### src/rtl/cdb_bcast_if.sv
// FU completion, branch-resolution and CDB broadcast signals for cdb_bcast.
// slave is the broadcaster side; master is the FU/branch-unit side.
interface cdb_bcast_if #(
  parameter int NUM_FU    = 4,
  parameter int PRF_IDX_W = 6,
  parameter int ROB_IDX_W = 5,
  parameter int BR_MASK_W = 5
);
  logic [NUM_FU-1:0]           fu_vld_i;
  logic [NUM_FU*PRF_IDX_W-1:0] fu_tag_i;
  logic [NUM_FU*ROB_IDX_W-1:0] fu_rob_idx_i;
  logic [NUM_FU*BR_MASK_W-1:0] fu_br_mask_i;
  logic [NUM_FU-1:0]           fu_rdy_o;
  logic                        br_pred_correct_i;
  logic                        br_recovery_i;
  logic [BR_MASK_W-1:0]        br_tag_fix_i;
  logic                        cdb_vld_o;
  logic [PRF_IDX_W-1:0]        cdb_tag_o;
  logic [ROB_IDX_W-1:0]        cdb_rob_idx_o;
  logic [BR_MASK_W-1:0]        cdb_br_mask_o;

  modport slave (
    input  fu_vld_i, fu_tag_i, fu_rob_idx_i, fu_br_mask_i,
    input  br_pred_correct_i, br_recovery_i, br_tag_fix_i,
    output fu_rdy_o, cdb_vld_o, cdb_tag_o, cdb_rob_idx_o, cdb_br_mask_o
  );

  modport master (
    output fu_vld_i, fu_tag_i, fu_rob_idx_i, fu_br_mask_i,
    output br_pred_correct_i, br_recovery_i, br_tag_fix_i,
    input  fu_rdy_o, cdb_vld_o, cdb_tag_o, cdb_rob_idx_o, cdb_br_mask_o
  );
endinterface

### src/rtl/cdb_bcast.sv
// CDB broadcaster: one holding slot per FU, round-robin grant, branch kill/fix.
// CDB_BYPASS_EN: an idle bus forwards an incoming FU result in the same cycle.
module cdb_bcast_slot #(
  parameter int PRF_IDX_W = 6,
  parameter int ROB_IDX_W = 5,
  parameter int BR_MASK_W = 5
) (
  input  logic                 clk,
  input  logic                 rst,
  input  logic                 in_vld,
  input  logic [PRF_IDX_W-1:0] in_tag,
  input  logic [ROB_IDX_W-1:0] in_rob,
  input  logic [BR_MASK_W-1:0] in_mask,
  input  logic                 br_pred_correct,
  input  logic                 br_recovery,
  input  logic [BR_MASK_W-1:0] br_tag_fix,
  input  logic                 gnt,
  input  logic                 byp,
  output logic                 vld,
  output logic [PRF_IDX_W-1:0] tag,
  output logic [ROB_IDX_W-1:0] rob,
  output logic [BR_MASK_W-1:0] mask_fix,
  output logic                 kill,
  output logic                 rdy,
  output logic                 in_kill,
  output logic [BR_MASK_W-1:0] in_mask_fix
);
  logic [BR_MASK_W-1:0] mask;
  logic                 fix_en, capture;

  // Recovery takes priority over a simultaneous correct-prediction fix.
  assign fix_en      = br_pred_correct & ~br_recovery;
  assign kill        = br_recovery & (|(mask & br_tag_fix));
  assign in_kill     = br_recovery & (|(in_mask & br_tag_fix));
  assign mask_fix    = fix_en ? (mask & ~br_tag_fix) : mask;
  assign in_mask_fix = fix_en ? (in_mask & ~br_tag_fix) : in_mask;
  assign rdy         = ~vld | gnt | kill;
  assign capture     = in_vld & rdy & ~in_kill & ~byp;

  always_ff @(posedge clk) begin
    if (rst) begin
      vld  <= 1'b0;
      tag  <= '0;
      rob  <= '0;
      mask <= '0;
    end else if (capture) begin
      vld  <= 1'b1;
      tag  <= in_tag;
      rob  <= in_rob;
      mask <= in_mask_fix;
    end else if (rdy) begin
      vld  <= 1'b0;
    end else begin
      mask <= mask_fix;
    end
  end
endmodule

module cdb_bcast #(
  parameter int NUM_FU    = 4,
  parameter int PRF_IDX_W = 6,
  parameter int ROB_IDX_W = 5,
  parameter int BR_MASK_W = 5
) (
  input  logic        clk,
  input  logic        rst,
  cdb_bcast_if.slave  bus
);
  localparam int PTR_W = $clog2(NUM_FU);

  logic [NUM_FU-1:0]                s_vld, s_kill, s_rdy, s_gnt, b_gnt, in_kill;
  logic [NUM_FU-1:0]                elig, req, gnt;
  logic [NUM_FU-1:0][PRF_IDX_W-1:0] s_tag;
  logic [NUM_FU-1:0][ROB_IDX_W-1:0] s_rob;
  logic [NUM_FU-1:0][BR_MASK_W-1:0] s_mask, in_mask;
  logic [PTR_W-1:0]                 rr_ptr, gnt_idx;
  logic                             any_elig, found;

  for (genvar g = 0; g < NUM_FU; g++) begin : g_slot
    cdb_bcast_slot #(
      .PRF_IDX_W(PRF_IDX_W), .ROB_IDX_W(ROB_IDX_W), .BR_MASK_W(BR_MASK_W)
    ) u_slot (
      .clk            (clk),
      .rst            (rst),
      .in_vld         (bus.fu_vld_i[g]),
      .in_tag         (bus.fu_tag_i[g*PRF_IDX_W +: PRF_IDX_W]),
      .in_rob         (bus.fu_rob_idx_i[g*ROB_IDX_W +: ROB_IDX_W]),
      .in_mask        (bus.fu_br_mask_i[g*BR_MASK_W +: BR_MASK_W]),
      .br_pred_correct(bus.br_pred_correct_i),
      .br_recovery    (bus.br_recovery_i),
      .br_tag_fix     (bus.br_tag_fix_i),
      .gnt            (s_gnt[g]),
      .byp            (b_gnt[g]),
      .vld            (s_vld[g]),
      .tag            (s_tag[g]),
      .rob            (s_rob[g]),
      .mask_fix       (s_mask[g]),
      .kill           (s_kill[g]),
      .rdy            (s_rdy[g]),
      .in_kill        (in_kill[g]),
      .in_mask_fix    (in_mask[g])
    );
  end

  assign elig     = s_vld & ~s_kill;
  assign any_elig = |elig;
  assign s_gnt    = any_elig ? gnt : '0;

`ifdef CDB_BYPASS_EN
  assign req   = any_elig ? elig : (bus.fu_vld_i & ~in_kill);
  assign b_gnt = any_elig ? '0 : gnt;
`else
  logic unused_byp;
  assign unused_byp = ^{in_kill, in_mask};
  assign req        = elig;
  assign b_gnt      = '0;
`endif

  // First requester at or after rr_ptr, wrapping.
  always_comb begin
    int idx;
    idx     = 0;
    gnt     = '0;
    gnt_idx = '0;
    found   = 1'b0;
    for (int i = 0; i < NUM_FU; i++) begin
      idx = int'(rr_ptr) + i;
      if (idx >= NUM_FU) idx = idx - NUM_FU;
      if (!found && req[idx]) begin
        found    = 1'b1;
        gnt[idx] = 1'b1;
        gnt_idx  = PTR_W'(idx);
      end
    end
  end

  always_ff @(posedge clk) begin
    if (rst)
      rr_ptr <= '0;
    else if (found)
      rr_ptr <= (gnt_idx == PTR_W'(NUM_FU-1)) ? '0 : gnt_idx + PTR_W'(1);
  end

  always_comb begin
    bus.cdb_tag_o     = '0;
    bus.cdb_rob_idx_o = '0;
    bus.cdb_br_mask_o = '0;
    for (int f = 0; f < NUM_FU; f++) begin
      if (s_gnt[f]) begin
        bus.cdb_tag_o     = s_tag[f];
        bus.cdb_rob_idx_o = s_rob[f];
        bus.cdb_br_mask_o = s_mask[f];
      end
`ifdef CDB_BYPASS_EN
      if (b_gnt[f]) begin
        bus.cdb_tag_o     = bus.fu_tag_i[f*PRF_IDX_W +: PRF_IDX_W];
        bus.cdb_rob_idx_o = bus.fu_rob_idx_i[f*ROB_IDX_W +: ROB_IDX_W];
        bus.cdb_br_mask_o = in_mask[f];
      end
`endif
    end
  end

  assign bus.cdb_vld_o = |gnt;
  assign bus.fu_rdy_o  = s_rdy;
endmodule
### src/flat_wrapper.sv
// flat-port wrapper written by rule: the top's interface ports become plain ports
module cdb_bcast_flat 
#(
  parameter int NUM_FU    = 4,
  parameter int PRF_IDX_W = 6,
  parameter int ROB_IDX_W = 5,
  parameter int BR_MASK_W = 5
)
  (clk, rst, bus_fu_vld_i, bus_fu_tag_i, bus_fu_rob_idx_i, bus_fu_br_mask_i, bus_br_pred_correct_i, bus_br_recovery_i, bus_br_tag_fix_i, bus_fu_rdy_o, bus_cdb_vld_o, bus_cdb_tag_o, bus_cdb_rob_idx_o, bus_cdb_br_mask_o);
  cdb_bcast_if #(.NUM_FU(NUM_FU), .PRF_IDX_W(PRF_IDX_W), .ROB_IDX_W(ROB_IDX_W), .BR_MASK_W(BR_MASK_W)) bus_i ();
  input  logic clk;
  input  logic rst;
  input wire logic [$bits(bus_i.fu_vld_i)-1:0] bus_fu_vld_i;
  input wire logic [$bits(bus_i.fu_tag_i)-1:0] bus_fu_tag_i;
  input wire logic [$bits(bus_i.fu_rob_idx_i)-1:0] bus_fu_rob_idx_i;
  input wire logic [$bits(bus_i.fu_br_mask_i)-1:0] bus_fu_br_mask_i;
  input wire logic [$bits(bus_i.br_pred_correct_i)-1:0] bus_br_pred_correct_i;
  input wire logic [$bits(bus_i.br_recovery_i)-1:0] bus_br_recovery_i;
  input wire logic [$bits(bus_i.br_tag_fix_i)-1:0] bus_br_tag_fix_i;
  output wire logic [$bits(bus_i.fu_rdy_o)-1:0] bus_fu_rdy_o;
  output wire logic [$bits(bus_i.cdb_vld_o)-1:0] bus_cdb_vld_o;
  output wire logic [$bits(bus_i.cdb_tag_o)-1:0] bus_cdb_tag_o;
  output wire logic [$bits(bus_i.cdb_rob_idx_o)-1:0] bus_cdb_rob_idx_o;
  output wire logic [$bits(bus_i.cdb_br_mask_o)-1:0] bus_cdb_br_mask_o;
  assign bus_i.fu_vld_i = bus_fu_vld_i;
  assign bus_i.fu_tag_i = bus_fu_tag_i;
  assign bus_i.fu_rob_idx_i = bus_fu_rob_idx_i;
  assign bus_i.fu_br_mask_i = bus_fu_br_mask_i;
  assign bus_i.br_pred_correct_i = bus_br_pred_correct_i;
  assign bus_i.br_recovery_i = bus_br_recovery_i;
  assign bus_i.br_tag_fix_i = bus_br_tag_fix_i;
  assign bus_fu_rdy_o = bus_i.fu_rdy_o;
  assign bus_cdb_vld_o = bus_i.cdb_vld_o;
  assign bus_cdb_tag_o = bus_i.cdb_tag_o;
  assign bus_cdb_rob_idx_o = bus_i.cdb_rob_idx_o;
  assign bus_cdb_br_mask_o = bus_i.cdb_br_mask_o;
  cdb_bcast #(.NUM_FU(NUM_FU), .PRF_IDX_W(PRF_IDX_W), .ROB_IDX_W(ROB_IDX_W), .BR_MASK_W(BR_MASK_W)) u_core (.clk(clk), .rst(rst), .bus(bus_i));
endmodule
### config.mk
export PLATFORM = sky130hd
export DESIGN_NAME = cdb_bcast_flat
export DESIGN_NICKNAME = d
export VERILOG_FILES = /design/src/rtl/cdb_bcast_if.sv /design/src/rtl/cdb_bcast.sv /design/src/flat_wrapper.sv
export SDC_FILE = /design/constraint.sdc
export NUM_CORES = 1
export LEC_CHECK = 0
export BUFFER_PORTS_ARGS = -buffer_cell sky130_fd_sc_hd__buf_2
export CELL_PAD_IN_SITES_DETAIL_PLACEMENT = 0
export CELL_PAD_IN_SITES_GLOBAL_PLACEMENT = 1
export CORE_AREA = 2 2 105 107
export CTS_BUF_LIST = sky130_fd_sc_hd__clkbuf_4
export CTS_CLUSTER_DIAMETER = 40
export DETAILED_ROUTE_END_ITERATION = 6
export DIE_AREA = 0 0 107 109
export GPL_TIMING_DRIVEN = 0
export HOLD_SLACK_MARGIN = 0.03
export PLACE_DENSITY_LB_ADDON = 0.2
export SYNTH_ARGS = -nofsm -noshare
export SYNTH_HDL_FRONTEND = slang
export SYNTH_SLANG_ARGS = --single-unit
### constraint.sdc
create_clock -name clk -period 3.8 [get_ports clk]
set_input_delay 0 -clock clk [delete_from_list [all_inputs] [get_ports clk]]
set_output_delay 0 -clock clk [all_outputs]
set_load 0.02 [all_outputs]
-- Yosys cells after proc, flatten, opt, wreduce, memory -nomap -nowiden
Index checks and enable logic that the tools add are counted.
- reduce and logical (&&, ||, !) cells: 24
- order comparisons: 12
- bitwise operators: 56
- equality and inequality tests: 5
- multiplexer cells: 74
- add/sub/neg operators: 8
- operators by type and width (kind ; count):
    $ge 32x1->1 const B ; 4
    $lt 32x4->1 const B ; 4
    $mux 32 ; 4
    $mux 5 ; 24
    $ge 32x4->1 const B ; 3
    $sub 32x4->32 const B ; 3
    $and 5x5->5 ; 16
    $reduce_or 5->1 ; 8
    $mux 1 ; 24
    $mux 6 ; 4
    $mux 4 ; 5
    $and 1x1->1 ; 17
    $or 4x4->4 ; 3
    $mux 2 ; 5
    $not 1->1 ; 9
    $bmux 1 s2 ; 4
    $demux 1 s2 ; 4
    $ne 2x1->1 const B ; 4
    $or 1x1->1 ; 8
    $reduce_bool 2->1 ; 4
    $reduce_or 4->1 ; 2
    $logic_and 1x1->1 ; 7
    $add 2x2->3 const B ; 2
    $not 5->5 ; 1
    8 further kinds ; 10
- word-level logic and storage cells: 196
- register bits: 70
- output and inout bits: 21
- bits of input ports: 77

-- Depth between registers and ports, before layout
Gate-level depths: netlist (run 1).
- depth after elaboration: 24
- depth in mapped cells: 13
- mapped depth without buffers: 10

-- Cells and area by module
Synthesis (run 1) repeated with hierarchy kept, for this count alone.
- cell total of the unflattened synthesis: 608
- area total of the unflattened synthesis: 4815.9 um^2
- modules (own cells, without submodules) (module ; times used ; area an instance (um^2) ; cells an instance ; seq. area each (um^2)):
    cdb_bcast_slot ; 4 ; 887.1 ; 108 ; 340.3
    cdb_bcast ; 1 ; 1267.5 ; 176 ; 40.0

-- Worst setup path before layout (run 1)
Ideal clock, no wire load.
- path type: reg-to-output
- start: reg u_core.rr_ptr[0]
- end: out bus_cdb_tag_o[5]
- stages on the path, launching flop included: 13
- data required time: 3.800 ns
- buffers on the path: 3
- arrival time: 3.396 ns
- setup slack: 0.404 ns
- cells stage by stage: dfxtp_1 -> buf_2 -> clkinv_1 -> ha_1 -> clkbuf_1 -> nand2_1 -> o22ai_1 -> a211oi_1 -> o31a_1 -> a211oi_4 -> buf_4 -> a22oi_1 -> a221oi_1
- cells in the longest elaborated chain, start to end: 20
- elaborated cells between the ends (all ways): 68
- those cells by class: add/sub: 7; order compare: 12; mux: 36; bitwise: 3; reduce/logical: 10
- ends and longest elaborated chain (element ; line ; RTL):
    from (decl) ; cdb_bcast.sv:76 ; logic [PTR_W-1:0] rr_ptr, gnt_idx;
    from (signal assigned) ; cdb_bcast.sv:141 ; rr_ptr <= (gnt_idx == PTR_W'(NUM_FU-1)) ? '0 : gnt_idx + PTR_W'(1);
    parallel branches: the longest is 14 deep, another holds $sub 32x4->32 ; n/a ;
    $mux 4 * ; cdb_bcast.sv:129 ; if (!found && req[idx]) begin
    $mux 4 * ; cdb_bcast.sv:107 ; assign s_gnt = any_elig ? gnt : '0;
    $mux 6 (3 in a row) ; cdb_bcast.sv:149 ; if (s_gnt[f]) begin
    $mux 6 * ; cdb_bcast.sv:149 ;
    to (decl) ; flat_wrapper.sv:22 ; output wire logic [$bits(bus_i.cdb_tag_o)-1:0] bus_cdb_tag_o;
Every way passes the cells marked *. The select of a mux whose other input is x is not followed.

-- Final worst setup path (run 1)
- start: reg u_core.rr_ptr[0]
- end: out bus_cdb_br_mask_o[0]
- cells in the longest elaborated chain, start to end: 20
- elaborated cells between the ends (all ways): 68
- those cells by class: add/sub: 7; order compare: 12; mux: 36; bitwise: 3; reduce/logical: 10
- ends and longest elaborated chain (element ; line ; RTL):
    parallel branches: the longest is 14 deep, another holds $sub 32x4->32 ; n/a ;
    $mux 4 * ; cdb_bcast.sv:129 ;
    $mux 4 * ; cdb_bcast.sv:107 ;
    $mux 5 (3 in a row) ; cdb_bcast.sv:149 ;
    $mux 5 * ; cdb_bcast.sv:149 ;
    to (decl) ; flat_wrapper.sv:24 ; output wire logic [$bits(bus_i.cdb_br_mask_o)-1:0] bus_cdb_br_mask_o;
Marked as above.

==> results of run 1 <==
[power by group through the flow]
stage | Sequential [W] | Combinational [W] | Clock, W
after floorplan | 0.000921 | 0.00245 | 0
after global placement | 0.000946 | 0.00336 | 0
after detailed placement | 0.000949 | 0.00339 | 0
after CTS | 0.000935 | 0.00357 | 0.000570
after global routing | 0.000962 | 0.00394 | 0.000603
final | 0.000948 | 0.00369 | 0.000564
[registers in the layout (all words and copies together) (netlist names)]
signal                     flops
u_core.g_slot.u_slot.tag      24
u_core.rr_ptr                  2
u_core.g_slot.u_slot.mask     20
u_core.g_slot.u_slot.vld       4
u_core.g_slot.u_slot.rob      20
[stage by stage]
stage,cells,util
floorplan,511,-
global placement,742,0.470
detailed placement,742,0.470
CTS,829,0.557
global route,830,0.567
finish,830,0.567
[logic make-up (layout without fill, tap and decap cells)]
kind of cell | count (synthesis) | after routing | share of synthesized area
flip-flops | 70 | 70 | 0.322
AND/OR/NAND/NOR | 184 | 184 | 0.208
buffers and inverters | 62 | 241 | 0.0710
XOR/XNOR | 1 | 1 | 0.00201
adder cells (fa/ha/maj) | 7 | 7 | 0.0201
AO/OA/AOI/OAI | 139 | 139 | 0.263
multiplexers | 48 | 48 | 0.113
[metal layers]
| layer | global-route usage | vias to the layer above |
|---|---|---|
| li1 | - | 2271 |
| met2 | 0.465 | 202 |
| met3 | 0.0496 | 28 |
| met4 | 0.0891 | 0 |
| met5 | 0 | - |
| met1 | 0.319 | 2284 |
[synth_stat cells, types with 6 or more instances]
| cell | count | area share |
|---|---|---|
| a22oi_1 | 19 | 0.033 |
| a21o_1 | 6 | 0.010 |
| nand3_1 | 39 | 0.045 |
| clkbuf_1 | 15 | 0.013 |
| buf_2 | 16 | 0.018 |
| a221oi_2 | 11 | 0.038 |
| nand2_1 | 37 | 0.032 |
| dfxtp_1 | 70 | 0.32 |
| o21ai_0 | 9 | 0.010 |
| a221oi_1 | 7 | 0.014 |
| inv_1 | 17 | 0.015 |
| a222oi_1 | 8 | 0.018 |
| a21oi_1 | 8 | 0.0092 |
| nand4_1 | 7 | 0.010 |
| nor3b_1 | 6 | 0.010 |
| o22ai_1 | 12 | 0.017 |
| nor2_1 | 60 | 0.052 |
| a31oi_1 | 20 | 0.029 |
| mux2i_1 | 47 | 0.11 |
| nor2b_1 | 6 | 0.0086 |
| ha_1 | 7 | 0.020 |
[critical path, cell delays in order (launching register included)]
cell      delay [ns]
dfxtp_4         0.39
buf_4           0.18
clkinv_4        0.13
ha_1            0.36
clkbuf_4        0.21
nand2_1         0.12
o22ai_1         0.11
a22o_1          0.20
o31a_1          0.31
or2_2           0.32
buf_2           0.19
a221oi_1        0.41
o22ai_1         0.18
buf_2           0.19
[cell type report]
cell class	instances	area, µm²
Fill cell	978	4590
Multi-Input combinational cell	379	2780
Sequential cell	70	1410
Timing Repair Buffer	164	1170
Buffer	42	249
Tap cell	140	175
Clock inverter	6	85.1
Inverter	19	76.3
Clock buffer	10	75.1
[worst max path at each step]
stage,depth (start not counted),to,startpoint
6_report,13,bus_cdb_br_mask_o[0],u_core.rr_ptr[0]$_SDFFE_PP0P_
5_1_grt,12,bus_cdb_rob_idx_o[4],u_core.g_slot[0].u_slot.mask[0]$_SDFFE_PP0P_
4_1_cts,12,bus_cdb_rob_idx_o[4],u_core.g_slot[1].u_slot.mask[1]$_SDFFE_PP0P_
3_5_place_dp,12,u_core.g_slot[1].u_slot.mask[3]$_SDFFE_PP0P_,u_core.rr_ptr[0]$_SDFFE_PP0P_
3_3_place_gp,12,u_core.g_slot[1].u_slot.mask[2]$_SDFFE_PP0P_,u_core.rr_ptr[0]$_SDFFE_PP0P_
2_1_floorplan,12,bus_cdb_tag_o[5],u_core.rr_ptr[0]$_SDFFE_PP0P_
[timing repair]
item,4_1_cts,5_1_grt
gates resized for setup,15,24
endpoints found under the hold margin,65,0
pin swaps,6,0
hold buffers,65,0
setup endpoints to repair,52,19
setup buffers,7,1
==> run summary, run 1 <==
Die ar. - 11700 µm²
WHS - 0.0874 ns
Worst Reg-to-Reg Cells - 14
I/O Pins - 98
DR WL met3 - 1.04 mm
Grt ovf - 0
Area Overhead vs Synth - 38.2%
F_max - 270 MHz
Root buf cell - clkbuf_4
Mapped Nets - 595
Clock transition at path regs - 0.14 ns
Slew headroom - 0.556
N_diodes - 0
Sink Count - 70
Final Cycle Share - 0.973
Int Pwr - 0.00257 W
FF-to-FF End - u_core.g_slot[1].u_slot.tag[2]$_SDFFE_PP0P_
Hold Path Stages - 4
Vias - 4785
Fin nets - 769
WP data required - 3.80 ns
Worst R2R Start - u_core.rr_ptr[0]$_SDFFE_PP0P_
Clock share of power - 0.108
Post-Synthesis Cells - 511
Total GRT Usage - 0.262
Residual DRC - 0
WHS Endpoint - u_core.g_slot[1].u_slot.mask[0]$_SDFFE_PP0P_
Post-DR vias/cell - 5.77
Fin worst setup slack - 0.102 ns
DP HPWL - 10.7 mm
Final wirelength - 15.2 mm
M1 wire length - 6.35 mm
Hold path startpoint - bus_fu_vld_i[1]
Core area - 10600 µm²
Setup-failing EPs final - 0
Switching Share - 0.507
Initial antenna violation count - 0
Nature of the critical path startpoint - flip-flop
Die Span Y - 109 µm
TritonCTS Buffers - 9
R2R Setup Slk - 0.51 ns
Endpoint type of the worst setup path - output pin
Die X - 107 µm
Max-Cap Viols - 0
Combinational share of power - 0.710
Worst Hold Class - in2reg
Initial cell density of the core - 0.410
Row count - 38
Commonest non-fill, non-tap cell in the layout - buf_2
Share of cells above drive strength 1 - 0.278
CP max FO - 11
Pwr Density - 866 nW/µm²
Unique masters post-synth - 61
Peak VDD IR - 0.517 mV
Global placement routability congestion - 0.873
Sequential Power Share - 0.182
Metal2 WL - 7.51 mm
Yosys Warn Count - 0
Fin area - 6010 µm²
Largest net degree at the start of global routing - 13
Pre-antenna DRT Iters - 7
Seq/Total Area, Yosys - 0.322
Final Hold Violating Endpoints - 0
Unrepaired setup endpoints after global routing - yes
Port bufs - 91
Avg WL per Cell - 18.3 µm
Fraction of registers with async set/reset - 0
Psw - 0.00264 W
Total Power - 0.00521 W
Most frequent cells in the layout - buf_2, dfxtp_1, dlygate4sd3_1
#FFs+latches synth - 70
Drt first-iter violations - 293
Critical Path AT - 3.70 ns
CTS tree - built
First-pass GRT wire length - 23.6 mm
Vias in the first global route - 4635
Maximum root-to-sink buffer count - 2
EDFF count, synth - 0
Crit path kind - reg2out
Final min period - 3.70 ns
Clock Latency Late Sink - 0.43 ns
Antenna Nets Post-Route - 0
H-tree levels - 3
Worst Skew - 0.0245 ns
Pre-CTS setup slack - -0.313 ns
Avg Inst Size Synth - 8.51 µm²
Post-DP Area - 4980 µm²
Main synth FF type - dfxtp_1
Top Metal Used - met4
Status - finished, final reports clean
Leak - 2.37 nW
Slew @ Worst Pin - 0.665 ns
Final Slew Violations - 0
Setup_tns - 0 ns
Area of the mapped netlist - 4350 µm²
Note: power is estimated with default switching activity, not from simulation.
==> inputs of run 2 (changes only) <==
--- a/config.mk
+++ b/config.mk
@@ -16,6 +16,7 @@
 export GPL_TIMING_DRIVEN = 0
 export HOLD_SLACK_MARGIN = 0.03
 export PLACE_DENSITY_LB_ADDON = 0.2
+export RECOVER_POWER = 25
 export SYNTH_ARGS = -nofsm -noshare
 export SYNTH_HDL_FRONTEND = slang
 export SYNTH_SLANG_ARGS = --single-unit
==> run 2 against run 1 <==
Against the previous run:
- critical path depth unchanged
- clock-buffer cell count unchanged
- cell count is the same
- sequential cell count unchanged
- core utilization barely moved
- maximum frequency decreased by 0.40%
- largest power group unchanged
- highest routed layer unchanged
==> run summary, run 2 (synthesized netlist as in run 1, its figures left out) <==
Crit path buffers/inverters - 5 (unchanged)
Area Overhead vs Synth - 38.1% (about the same)
Clock share of power - 0.108 (about the same)
First-pass GRT wire length - 23.6 mm (unchanged)
Peak VDD IR - 0.517 mV (about the same)
Share of cells above drive strength 1 - 0.277 (-0.00145)
Root buf cell - clkbuf_4
Crit path kind - reg2out
Max-Cap Viols - 0 (unchanged)
Worst Skew - 0.0226 ns (-0.00189 ns)
Top flop regs - u_core.g_slot.u_slot.tag: 24 flops, u_core.g_slot.u_slot.mask: 20 flops, u_core.g_slot.u_slot.rob: 20 flops
Most frequent cells in the layout - buf_2, dfxtp_1, dlygate4sd3_1
Sequential Power Share - 0.182 (about the same)
Met3 Usage GRT - 0.0496 (unchanged)
Initial cell density of the core - 0.410 (unchanged)
CP max stage delay - 0.41 ns (about the same)
Maximum root-to-sink buffer count - 2 (unchanged)
WP data required - 3.80 ns (about the same)
Die X - 107 µm (unchanged)
Sink Count - 70 (unchanged)
CTS tree - built
Crit path max-delay family - compound AO/OA/AOI/OAI gates
Slew @ Worst Pin - 0.667 ns (+0.00161 ns)
Clock Latency Late Sink - 0.43 ns (about the same)
Final Cycle Share - 0.977 (+0.00390)
Antenna Nets Post-Route - 0 (unchanged)
Fill cell count - 980 (+0.20%)
Die Span Y - 109 µm (unchanged)
Int Pwr - 0.00256 W (-0.29%)
Nature of the critical path startpoint - flip-flop
Switching Share - 0.508 (+0.00101)
Critical Path AT - 3.71 ns (about the same)
Largest net degree at the start of global routing - 13 (unchanged)
Combinational share of power - 0.709 (about the same)
Worst Hold Class - in2reg
Commonest non-fill, non-tap cell in the layout - buf_2
Psw - 0.00264 W (+0.11%)
Endpoint type of the worst setup path - output pin
Setup-failing EPs final - 0 (unchanged)
Grt ovf - 0 (unchanged)
CP max FO - 11 (unchanged)
Final core utilization - 0.567 (about the same)
Port bufs - 91 (unchanged)
Vias - 4790 (+0.10%)
Met2 Use GR - 0.465 (unchanged)
Initial antenna violation count - 0 (unchanged)
H-tree levels - 3 (unchanged)
Max reg flops - 24 (unchanged)
Total Power - 0.00520 W (about the same)
Clock transition at path regs - 0.14 ns (about the same)
Pwr Density - 865 nW/µm² (about the same)
Slew headroom - 0.555 (-0.00107)
I/O Pins - 98 (unchanged)
Most used routing layer - met2
Final Slew Violations - 0 (unchanged)
Die ar. - 11700 µm² (unchanged)
Core area - 10600 µm² (unchanged)
Total GRT Usage - 0.262 (unchanged)
F_max - 269 MHz (-0.40%)
Vias in the first global route - 4635 (unchanged)
Global placement routability congestion - 0.873 (unchanged)
Crit path cell chain - buf_4, clkinv_4, ha_1, clkbuf_4, nand2_1, o22ai_1, a22o_1, o31a_1, or2_2, buf_2, a221oi_1, o22ai_1, buf_2
Pre-antenna DRT Iters - 6 (-1)
Avg WL per Cell - 18.4 µm (+0.28%)
M1 GR Usage - 0.319 (unchanged)
Critical path's slowest cell - a221oi_1
Final Hold Violating Endpoints - 0 (unchanged)
Residual DRC - 0 (unchanged)
Fin nets - 769 (unchanged)
TritonCTS Buffers - 9 (unchanged)
Row count - 38 (unchanged)
Status - finished, final reports clean
Final min period - 3.71 ns (+0.0148 ns)
N_diodes - 0 (unchanged)
Top reg by flops - u_core.g_slot.u_slot.tag
Post-DR vias/cell - 5.77 (+0.10%)
Unrepaired setup endpoints after global routing - yes
Drt first-iter violations - 295 (+0.68%)
Leak - 2.36 nW (-0.14%)
DP HPWL - 10.7 mm (unchanged)
Final wirelength - 15.2 mm (+0.28%)
==> run 2: final timing paths <==
| path | slack (ns) | cells after the start | start | endpoint |
|---|---|---|---|---|
| worst max-delay path | 0.09 | 13 | u_core.rr_ptr[0]$_SDFFE_PP0P_ | bus_cdb_br_mask_o[0] |
| worst min-delay path | 0.08 | 4 | bus_fu_vld_i[1] | u_core.g_slot[1].u_slot.mask[0]$_SDFFE_PP0P_ |
| worst max register to register | 0.50 | 14 | u_core.rr_ptr[0]$_SDFFE_PP0P_ | u_core.g_slot[1].u_slot.tag[2]$_SDFFE_PP0P_ |
| worst min register to register | 0.50 | 2 | u_core.g_slot[2].u_slot.tag[0]$_SDFFE_PP0P_ | u_core.g_slot[2].u_slot.tag[0]$_SDFFE_PP0P_ |
==> run 2: layer usage <==
layer	vias up	wire length, µm
met5	-	0
met4	0	377
met3	32	1110
met2	198	7440
met1	2288	6320
li1	2272	-
==> run 2: final cells by class <==
type | instances | area [µm²] | area share
clock inverters | 6 | 85.1 | 0.0142
clock buffers | 10 | 75.1 | 0.0125
inverters | 19 | 76.3 | 0.0127
plain buffers | 42 | 249 | 0.0414
flip-flops and latches | 70 | 1410 | 0.234
repair buffers | 164 | 1160 | 0.194
multi-input cells | 379 | 2780 | 0.462
well taps | 140 | 175 | 0.0291
==> run 2: per-stage QoR <==
stage	TNS (ns)	worst slack, ns	hold WS (ns)	instance area, µm²	cells
6_report	0	0.0874	0.0828	6010	830
5_1_grt	-0.0735	-0.0234	0.0669	6010	830
4_1_cts	0	0.0179	0.0682	5910	829
3_5_place_dp	-7.62	-0.313	0.240	4980	742
3_3_place_gp	-4.63	-0.214	0.234	4980	742
2_1_floorplan	0	0.404	0.147	4350	511
==> run 2: repair_timing <==
action | 4_1_cts | 5_1_grt
endpoints found under the hold margin | 65 | 0
resized for setup | 15 | 24
endpoints found under the setup margin | 52 | 19
buffers inserted | 7 | 1
hold buffers | 65 | 0
pin swaps | 6 | 0
==> run 2: power groups by stage <==
stage	logic, W	clock network [W]	registers, W
after CTS	0.00357	0.000570	0.000935
after global routing	0.00393	0.000603	0.000962
after detailed placement	0.00339	0	0.000949
after global placement	0.00336	0	0.000946
final	0.00369	0.000564	0.000948
after floorplan	0.00245	0	0.000921
==> run 2: worst reg2reg max path, cell delays in order (launching register included) <==
cell      delay (ns)
dfxtp_4         0.39
buf_4           0.18
clkinv_4        0.13
ha_1            0.36
clkbuf_4        0.22
nand2_1         0.12
o22ai_1         0.11
a22o_1          0.20
o31a_1          0.31
buf_4           0.16
o311a_1         0.34
buf_2           0.21
buf_2           0.24
mux2i_1         0.17
nor2_1          0.05
